$ cat config.mk
export PLATFORM = sky130hd
export DESIGN_NAME = pwm_pattern_sequencer
export DESIGN_NICKNAME = d
export VERILOG_FILES = /design/src/rtl/pwm_pattern_sequencer.sv
export SDC_FILE = /design/constraint.sdc
export NUM_CORES = 1
export LEC_CHECK = 0
export CORE_UTILIZATION = 30
export CTS_CLUSTER_DIAMETER = 80
export DETAILED_ROUTE_END_ITERATION = 10
export PLACE_DENSITY_LB_ADDON = 0.1
export SLEW_MARGIN = 20
export SYNTH_ARGS = -nofsm -noshare
export SYNTH_HDL_FRONTEND = slang
export SYNTH_SLANG_ARGS = --single-unit
$ cat constraint.sdc
create_clock -name clk -period 7.1 [get_ports clk]
set_input_delay 1.775 -clock clk [delete_from_list [all_inputs] [get_ports clk]]
set_output_delay 1.775 -clock clk [all_outputs]
set_load 0.03 [all_outputs]
$ cat src/rtl/pwm_pattern_sequencer.sv
`default_nettype none
// ============================================================================
// Module      : pwm_pattern_sequencer
// Description : Single-clock duty sequencer for the LED PWM bank; a prescaler
//               paces steps of an idle/chase/breathe/comet pattern FSM.
// Revision    : 1.0 - initial release
// ============================================================================
module pwm_pattern_sequencer #(
    parameter int CHANNELS = 16,
    parameter int DUTY_W   = 8,
    parameter int TICK_DIV = 1_000_000,
    parameter int STEP     = 8
) (
    input  logic                         clk,
    input  logic                         rst_n,
    input  logic                         enable,
    input  logic [1:0]                   mode,
    output logic [CHANNELS*DUTY_W-1:0]   duty_out,
    output logic                         step_pulse,
    output logic [1:0]                   active_mode
);

    localparam int PW = (CHANNELS > 1) ? $clog2(CHANNELS) : 1;
    localparam int CW = $clog2(TICK_DIV);

    localparam logic [DUTY_W-1:0] c_MAX       = '1;
    localparam logic [DUTY_W:0]   c_MAX_EXT   = {1'b0, c_MAX};
    localparam logic [DUTY_W:0]   c_STEP      = (DUTY_W+1)'(STEP);
    localparam logic [PW-1:0]     c_LAST_POS  = PW'(CHANNELS - 1);
    localparam logic [CW-1:0]     c_TICK_LAST = CW'(TICK_DIV - 1);

    localparam logic [1:0] c_MODE_IDLE    = 2'b00;
    localparam logic [1:0] c_MODE_CHASE   = 2'b01;
    localparam logic [1:0] c_MODE_BREATHE = 2'b10;
    localparam logic [1:0] c_MODE_COMET   = 2'b11;

    typedef enum logic [2:0] {
        S_IDLE    = 3'd0,
        S_CLEAR   = 3'd1,
        S_CHASE   = 3'd2,
        S_BREATHE = 3'd3,
        S_COMET   = 3'd4
    } state_t;

    state_t            r_state;
    logic [1:0]        r_active_mode;
    logic [CW-1:0]     r_presc;
    logic [PW-1:0]     r_pos;
    logic [DUTY_W-1:0] r_level;
    logic              r_dir;
    logic              r_step_pulse;
    logic [DUTY_W-1:0] r_duty [CHANNELS];

    logic [PW-1:0]     w_pos_inc;
    logic [DUTY_W:0]   w_level_sum;
    logic [DUTY_W-1:0] w_level_next;
    logic              w_dir_next;
    logic              w_tick;
    state_t            w_target;
    logic [DUTY_W-1:0] w_step_duty [CHANNELS];

    assign w_pos_inc   = (r_pos == c_LAST_POS) ? '0 : r_pos + PW'(1);
    assign w_level_sum = {1'b0, r_level} + c_STEP;
    assign w_tick      = (r_presc == c_TICK_LAST);

    // Breathe arithmetic is one bit wider so the top clamp can never wrap.
    always_comb begin
        w_level_next = r_level;
        w_dir_next   = r_dir;
        if (!r_dir) begin
            if (w_level_sum >= c_MAX_EXT) begin
                w_level_next = c_MAX;
                w_dir_next   = 1'b1;
            end else begin
                w_level_next = w_level_sum[DUTY_W-1:0];
            end
        end else begin
            if ({1'b0, r_level} <= c_STEP) begin
                w_level_next = '0;
                w_dir_next   = 1'b0;
            end else begin
                w_level_next = r_level - c_STEP[DUTY_W-1:0];
            end
        end
    end

    always_comb begin
        for (int i = 0; i < CHANNELS; i++) begin
            w_step_duty[i] = '0;
            case (r_state)
                S_CHASE:   w_step_duty[i] = (PW'(i) == w_pos_inc) ? c_MAX : '0;
                S_BREATHE: w_step_duty[i] = w_level_next;
                S_COMET:   w_step_duty[i] = (PW'(i) == w_pos_inc) ? c_MAX : (r_duty[i] >> 1);
                default:   w_step_duty[i] = '0;
            endcase
        end
    end

    always_comb begin
        case (r_active_mode)
            c_MODE_CHASE:   w_target = S_CHASE;
            c_MODE_BREATHE: w_target = S_BREATHE;
            c_MODE_COMET:   w_target = S_COMET;
            default:        w_target = S_IDLE;
        endcase
    end

    always_ff @(posedge clk or negedge rst_n) begin
        if (!rst_n) begin
            r_state       <= S_IDLE;
            r_active_mode <= c_MODE_IDLE;
            r_presc       <= '0;
            r_pos         <= c_LAST_POS;
            r_level       <= '0;
            r_dir         <= 1'b0;
            r_step_pulse  <= 1'b0;
            for (int i = 0; i < CHANNELS; i++) begin
                r_duty[i] <= '0;
            end
        end else begin
            r_step_pulse <= 1'b0;
            if (!enable) begin
                r_state       <= S_IDLE;
                r_active_mode <= c_MODE_IDLE;
                r_presc       <= '0;
                for (int i = 0; i < CHANNELS; i++) begin
                    r_duty[i] <= '0;
                end
            end else if (mode != r_active_mode) begin
                // Mode changes win over any step due on this edge.
                r_state       <= S_CLEAR;
                r_active_mode <= mode;
                r_presc       <= '0;
                r_pos         <= c_LAST_POS;
                r_level       <= '0;
                r_dir         <= 1'b0;
                for (int i = 0; i < CHANNELS; i++) begin
                    r_duty[i] <= '0;
                end
            end else begin
                case (r_state)
                    S_CLEAR: begin
                        r_state <= w_target;
                        r_presc <= '0;
                    end
                    S_CHASE, S_BREATHE, S_COMET: begin
                        if (w_tick) begin
                            r_presc      <= '0;
                            r_step_pulse <= 1'b1;
                            for (int i = 0; i < CHANNELS; i++) begin
                                r_duty[i] <= w_step_duty[i];
                            end
                            if (r_state == S_BREATHE) begin
                                r_level <= w_level_next;
                                r_dir   <= w_dir_next;
                            end else begin
                                r_pos <= w_pos_inc;
                            end
                        end else begin
                            r_presc <= r_presc + CW'(1);
                        end
                    end
                    default: begin
                        r_state <= S_IDLE;
                        r_presc <= '0;
                    end
                endcase
            end
        end
    end

    generate
        for (genvar g = 0; g < CHANNELS; g++) begin : g_pack
            assign duty_out[g*DUTY_W +: DUTY_W] = r_duty[g];
        end
    endgenerate

    assign step_pulse  = r_step_pulse;
    assign active_mode = r_active_mode;

endmodule
`default_nettype wire

# [Word level (Yosys, flattened, before mapping)]
# Index checks and enable logic that the tools add are counted.
[word_totals] regBits=167 input_bits=5 output_inout_bits=131
[classes] add_sub_neg=4 n_lt_le_gt_ge=2 n_eq_ne=30 n_mux=85 n_reduce_logical=8
[ops] cell="$mux 128" n=4
[ops] cell="$pmux 8 s3" n=16
[ops] cell="$mux 8" n=39
[ops] cell="$mux 20" n=4
[ops] cell="$eq 4x4->1 const A" n=8
[ops] cell="$add 20x1->20 const B" n=1
[ops] cell="$eq 20x20->1 const B" n=1
[ops] cell="$mux 4" n=5
[ops] cell="$eq 3x4->1 const A" n=4
[ops] cell="$mux 1" n=11
[ops] cell="$add 8x4->9 const B" n=1
[ops] cell="$ge 9x8->1 const B" n=1
[ops] cell="$pmux 3 s3" n=1
[ops] cell="$eq 2x4->1 const A" n=2
[ops] cell="$le 8x4->1 const B" n=1
[ops] cell="$reduce_and 4->1" n=2
[ops] cell="$sub 8x4->8 const B" n=1
[ops] cell="$eq 3x2->1 const B" n=2
[ops] cell="$mux 3" n=2
[ops] cell="$ne 3x1->1 const B" n=2
[ops] cell="$pmux 3 s2" n=1
[ops] cell="$reduce_bool 2->1" n=3
[ops] cell="$add 4x1->4 const B" n=1
[ops] cell="$eq 1x4->1 const A" n=1
[ops] cell="other kinds (13)" n=15

# [Logic depth before layout (Yosys ltp)]
[logic_depth] depth_word=9 ltp_mapped=9 depth_no_buf=7

# [Worst setup path after synthesis]
# OpenSTA, ideal clock, no wires.
[synth_path] path_kind="in2reg" start="input port enable" end="register r_duty, in the netlist duty_out[103]" setup_time_ns=0.084 arrival_ns=3.405 setup_slack_ns=3.611 path_stages=7 path_cell_list="buf_2 and4b_1 nor3b_1 nand2_2 or3b_2 clkbuf_1 o21ai_0"
[synth_via] elab_chain_cells=2 elab_cells_between_ends=4
[synth_lines] item="start, declared" line_no="16" source="input logic enable,"
[synth_lines] item="$ne 3x1->1 (no line)"
[synth_lines] item="$reduce_and 2->1 (no line)"
[synth_lines] item="end signal, assigned by index" line_no="151" source="r_duty[i] <= w_step_duty[i];"
[synth_lines] item="end, declared" line_no="52" source="logic [DUTY_W-1:0] r_duty [CHANNELS];"
# Parallel ways exist; a longest one is shown, timed or not.
# A chain may end at the register's enable or synchronous reset.

# [Final worst setup path]
[layout_path] start="input port mode[1]" end="register r_duty, in the netlist duty_out[18]"
[layout_via] elab_chain_cells=3 elab_cells_between_ends=6
[layout_lines] item="start, declared" line_no="17" source="input logic [1:0] mode,"
[layout_lines] item="$ne 2x2->1 (*)" line_no="129" source="end else if (mode != r_active_mode) begin"
[layout_lines] item="$ne 3x1->1 (no line) or $mux 128 (tied branches)"
[layout_lines] item="$reduce_and 2->1 (no line) or $mux 128 (tied branches)"
# Every way passes the cells marked *; elsewhere a longest branch is shown, timed or not.

==> metrics <==
CTS Root Cell=clkbuf_16; cell accounting for the most synthesized area=dfrtp_1; Yosys reg bits=167; Clock Latency Late Sink=0.43 ns; H-Tree Depth=4; fmax=223 MHz; TritonCTS clock tree=done; register area share after synthesis=49.6%; Final nets=874; Hold WS=0.458 ns; global placer's final weighted congestion=0.850; Die X=around 170 um; most common cell after layout, fill and taps aside=dfrtp_1; crit path DAT=4.85 ns; Antenna diodes=0; status=completed; vias=6,819; pwr dens=189 nW/um^2; ys async rst share=100%; average size of a mapped cell=11.1 sq um; Pins Over Slew Limit=0; final setup fails=0; vias per cell=5.46; initial antenna violation count=0; grt total ovfl=0; period utilisation layout=63.1%; most frequent cells in the layout=163 x dfrtp_1, 134 x clkdlybuf4s50_1, 81 x a221o_1; fraction of layout cells with a size suffix above 1=8.83%; share of the synthesized area in the top cell type=about half; clock tree sinks=167; relative slew slack=24.6%; setup TNS=0 ns; Ports=around 140; Post-CTS Hold Buffers=0; die area=between 20,000 and 30,000 sq um; largest net degree at the start of global routing=113; Cell Area, Placed=10,100 sq um; ranking of synthesized cells by area=dfrtp_1 48%, a221o_1 9.6%, a21o_1 6.9%; Post-DRT Antenna Nets=0; Hold Path Class=flip-flop to flip-flop; Post-synth EDFFs=0; setup bufs post-CTS=0; RSZ-0062 raised after global routing=false; Critical Path Fanout Max=31; area delta synth->final=27.1%; DR pass1 iterations=5; post-CTS sizing=0; Clk pin slew, worst setup/hold paths=around 0.070 ns; drt wl/cell=20.5 um; Die Height=170 um; design area=10,700 sq um; Routed WL=25,700 um; row count=61; Yosys cell types=69; I/O Buffers=135; Pwr Total=2020 uW; Yosys warning count=0; Mapped Nets=773; Total GRT Usage=18.2%; mapped cell area=8440 sq um; final hold violations=0; critical path class=primary input to flip-flop; vias in the first global route=6,808; worst slew pin tran=1.13 ns; Required @ worst endpoint=7.47 ns; CP Launch Type=primary input; crit path capture type=flip-flop; DR iter-0 viols=640; Period minus WS final=4.48 ns; deepest clock path buffer count=2; Peak VDD IR=0.129 mV; first-pass GRT wire length=roughly 41,000 um; Detailed Place HPWL=around 17,000 um; Core Region=27,700 sq um; clk_skew=0.0129 ns; Leakage=0.00513 uW; CTS Buf Count=17; Max-Cap Viols=0; Main synth FF type=dfrtp_1; drc violations=0; post-synthesis cell count=758; initial core utilization=30.4%
==> layer usage <==
layer	vias to the layer above	track usage, %	share of wire (%)
li1	3104	-	-
met1	3476	24.0	44
met2	218	30.5	50
met3	21	3.50	4.7
met4	0	4.97	1.3
met5	-	0	0
==> through the flow <==
stage,utilization (%),std cells,setup slack (ns)
after global routing,38.7,1250,2.51
final,38.7,1250,2.62
after floorplan,-,758,3.61
after detailed placement,36.3,1216,1.93
after global placement,36.2,1213,2.10
after CTS,38.4,1248,2.39
==> kinds of logic after synthesis <==
group	Yosys count	share of synthesized area [%]
xor+xnor	27	2.80
simple gates	176	11.7
compound gates	290	28.7
flops	167	49.6
fa+ha+maj	10	1.48
mux	8	0.964
buf+inv	80	4.70
==> final timing paths <==
check,slack (ns),from,endpoint,cells past startpoint
worst max-delay path,2.62,mode[1],duty_out[18],8
worst min-delay path,0.46,r_presc[0],r_presc[0],1
worst max register to register,3.40,r_state[0],duty_out[60],5
worst min register to register,0.46,r_presc[0],r_presc[0],1
max in group asynchronous,4.29,rst_n,duty_out[87],3
min in group asynchronous,1.24,rst_n,duty_out[72],1
==> sequential cells by signal, indices dropped and copies added, names as in the netlist <==
signal       cells
r_presc         20
r_state          3
r_dir            1
step_pulse       1
active_mode      2
duty_out       128
r_level          8
r_pos            4
==> cells in the mapped netlist (2+ instances only) <==
cell type and instances:
clkbuf_1 29, or4_1 2, nand3_1 10, and2_1 4, a32oi_1 2, nand2_1 21, a21oi_1 33, o21ai_0 13
nand2b_1 8, a221o_1 81, a211oi_4 5, and3_1 11, nor3_1 14, inv_1 14, nor4b_1 3, dfrtp_1 163
nor3b_1 3, a2111oi_0 6, nand4_1 7, nor2b_1 5, or2_2 2, ha_1 10, a211oi_1 13, mux2i_1 7
o21a_1 4, nor4_1 5, buf_6 9, nand4b_1 4, and4b_1 2, o21ai_1 2, nor2_1 57, nor3b_2 2
xor2_1 12, buf_1 7, a21o_1 77, dfstp_2 4, xnor2_1 15, a211o_1 25, buf_2 20, a22oi_1 2
o2bb2ai_1 15, o31a_1 2, or3b_1 2
==> area by class of cell <==
cell class,count,area [sq um]
Clock buffer,18,439
Clock inverter,14,141
Inverter,14,52.6
Sequential cell,167,4180
Tap cell,378,473
Fill cell,2716,17000
Timing Repair Buffer,148,1530
Multi-Input combinational cell,511,3900
==> worst max-delay path, cell delays in order <==
cell and delay [ns]:
clkdlybuf4s50_1 0.44, xor2_1 0.19, nor2_1 0.35, nand2_1 0.54, nor2_4 0.69, buf_16 0.24, buf_4 0.37, a221o_1 0.22
==> report_power, final <==
| part | total [uW] | switching [uW] | leakage (uW) | internal [uW] |
|---|---|---|---|---|
| Sequential | 979 | 17.5 | 0.00232 | 961 |
| Combinational | 110 | 76.9 | 0.00253 | 33.6 |
| Clock | 932 | 429 | 0.000283 | 503 |
| Total | 2020 | 524 | 0.00513 | 1500 |
Note: power is estimated with default switching activity, not from simulation.
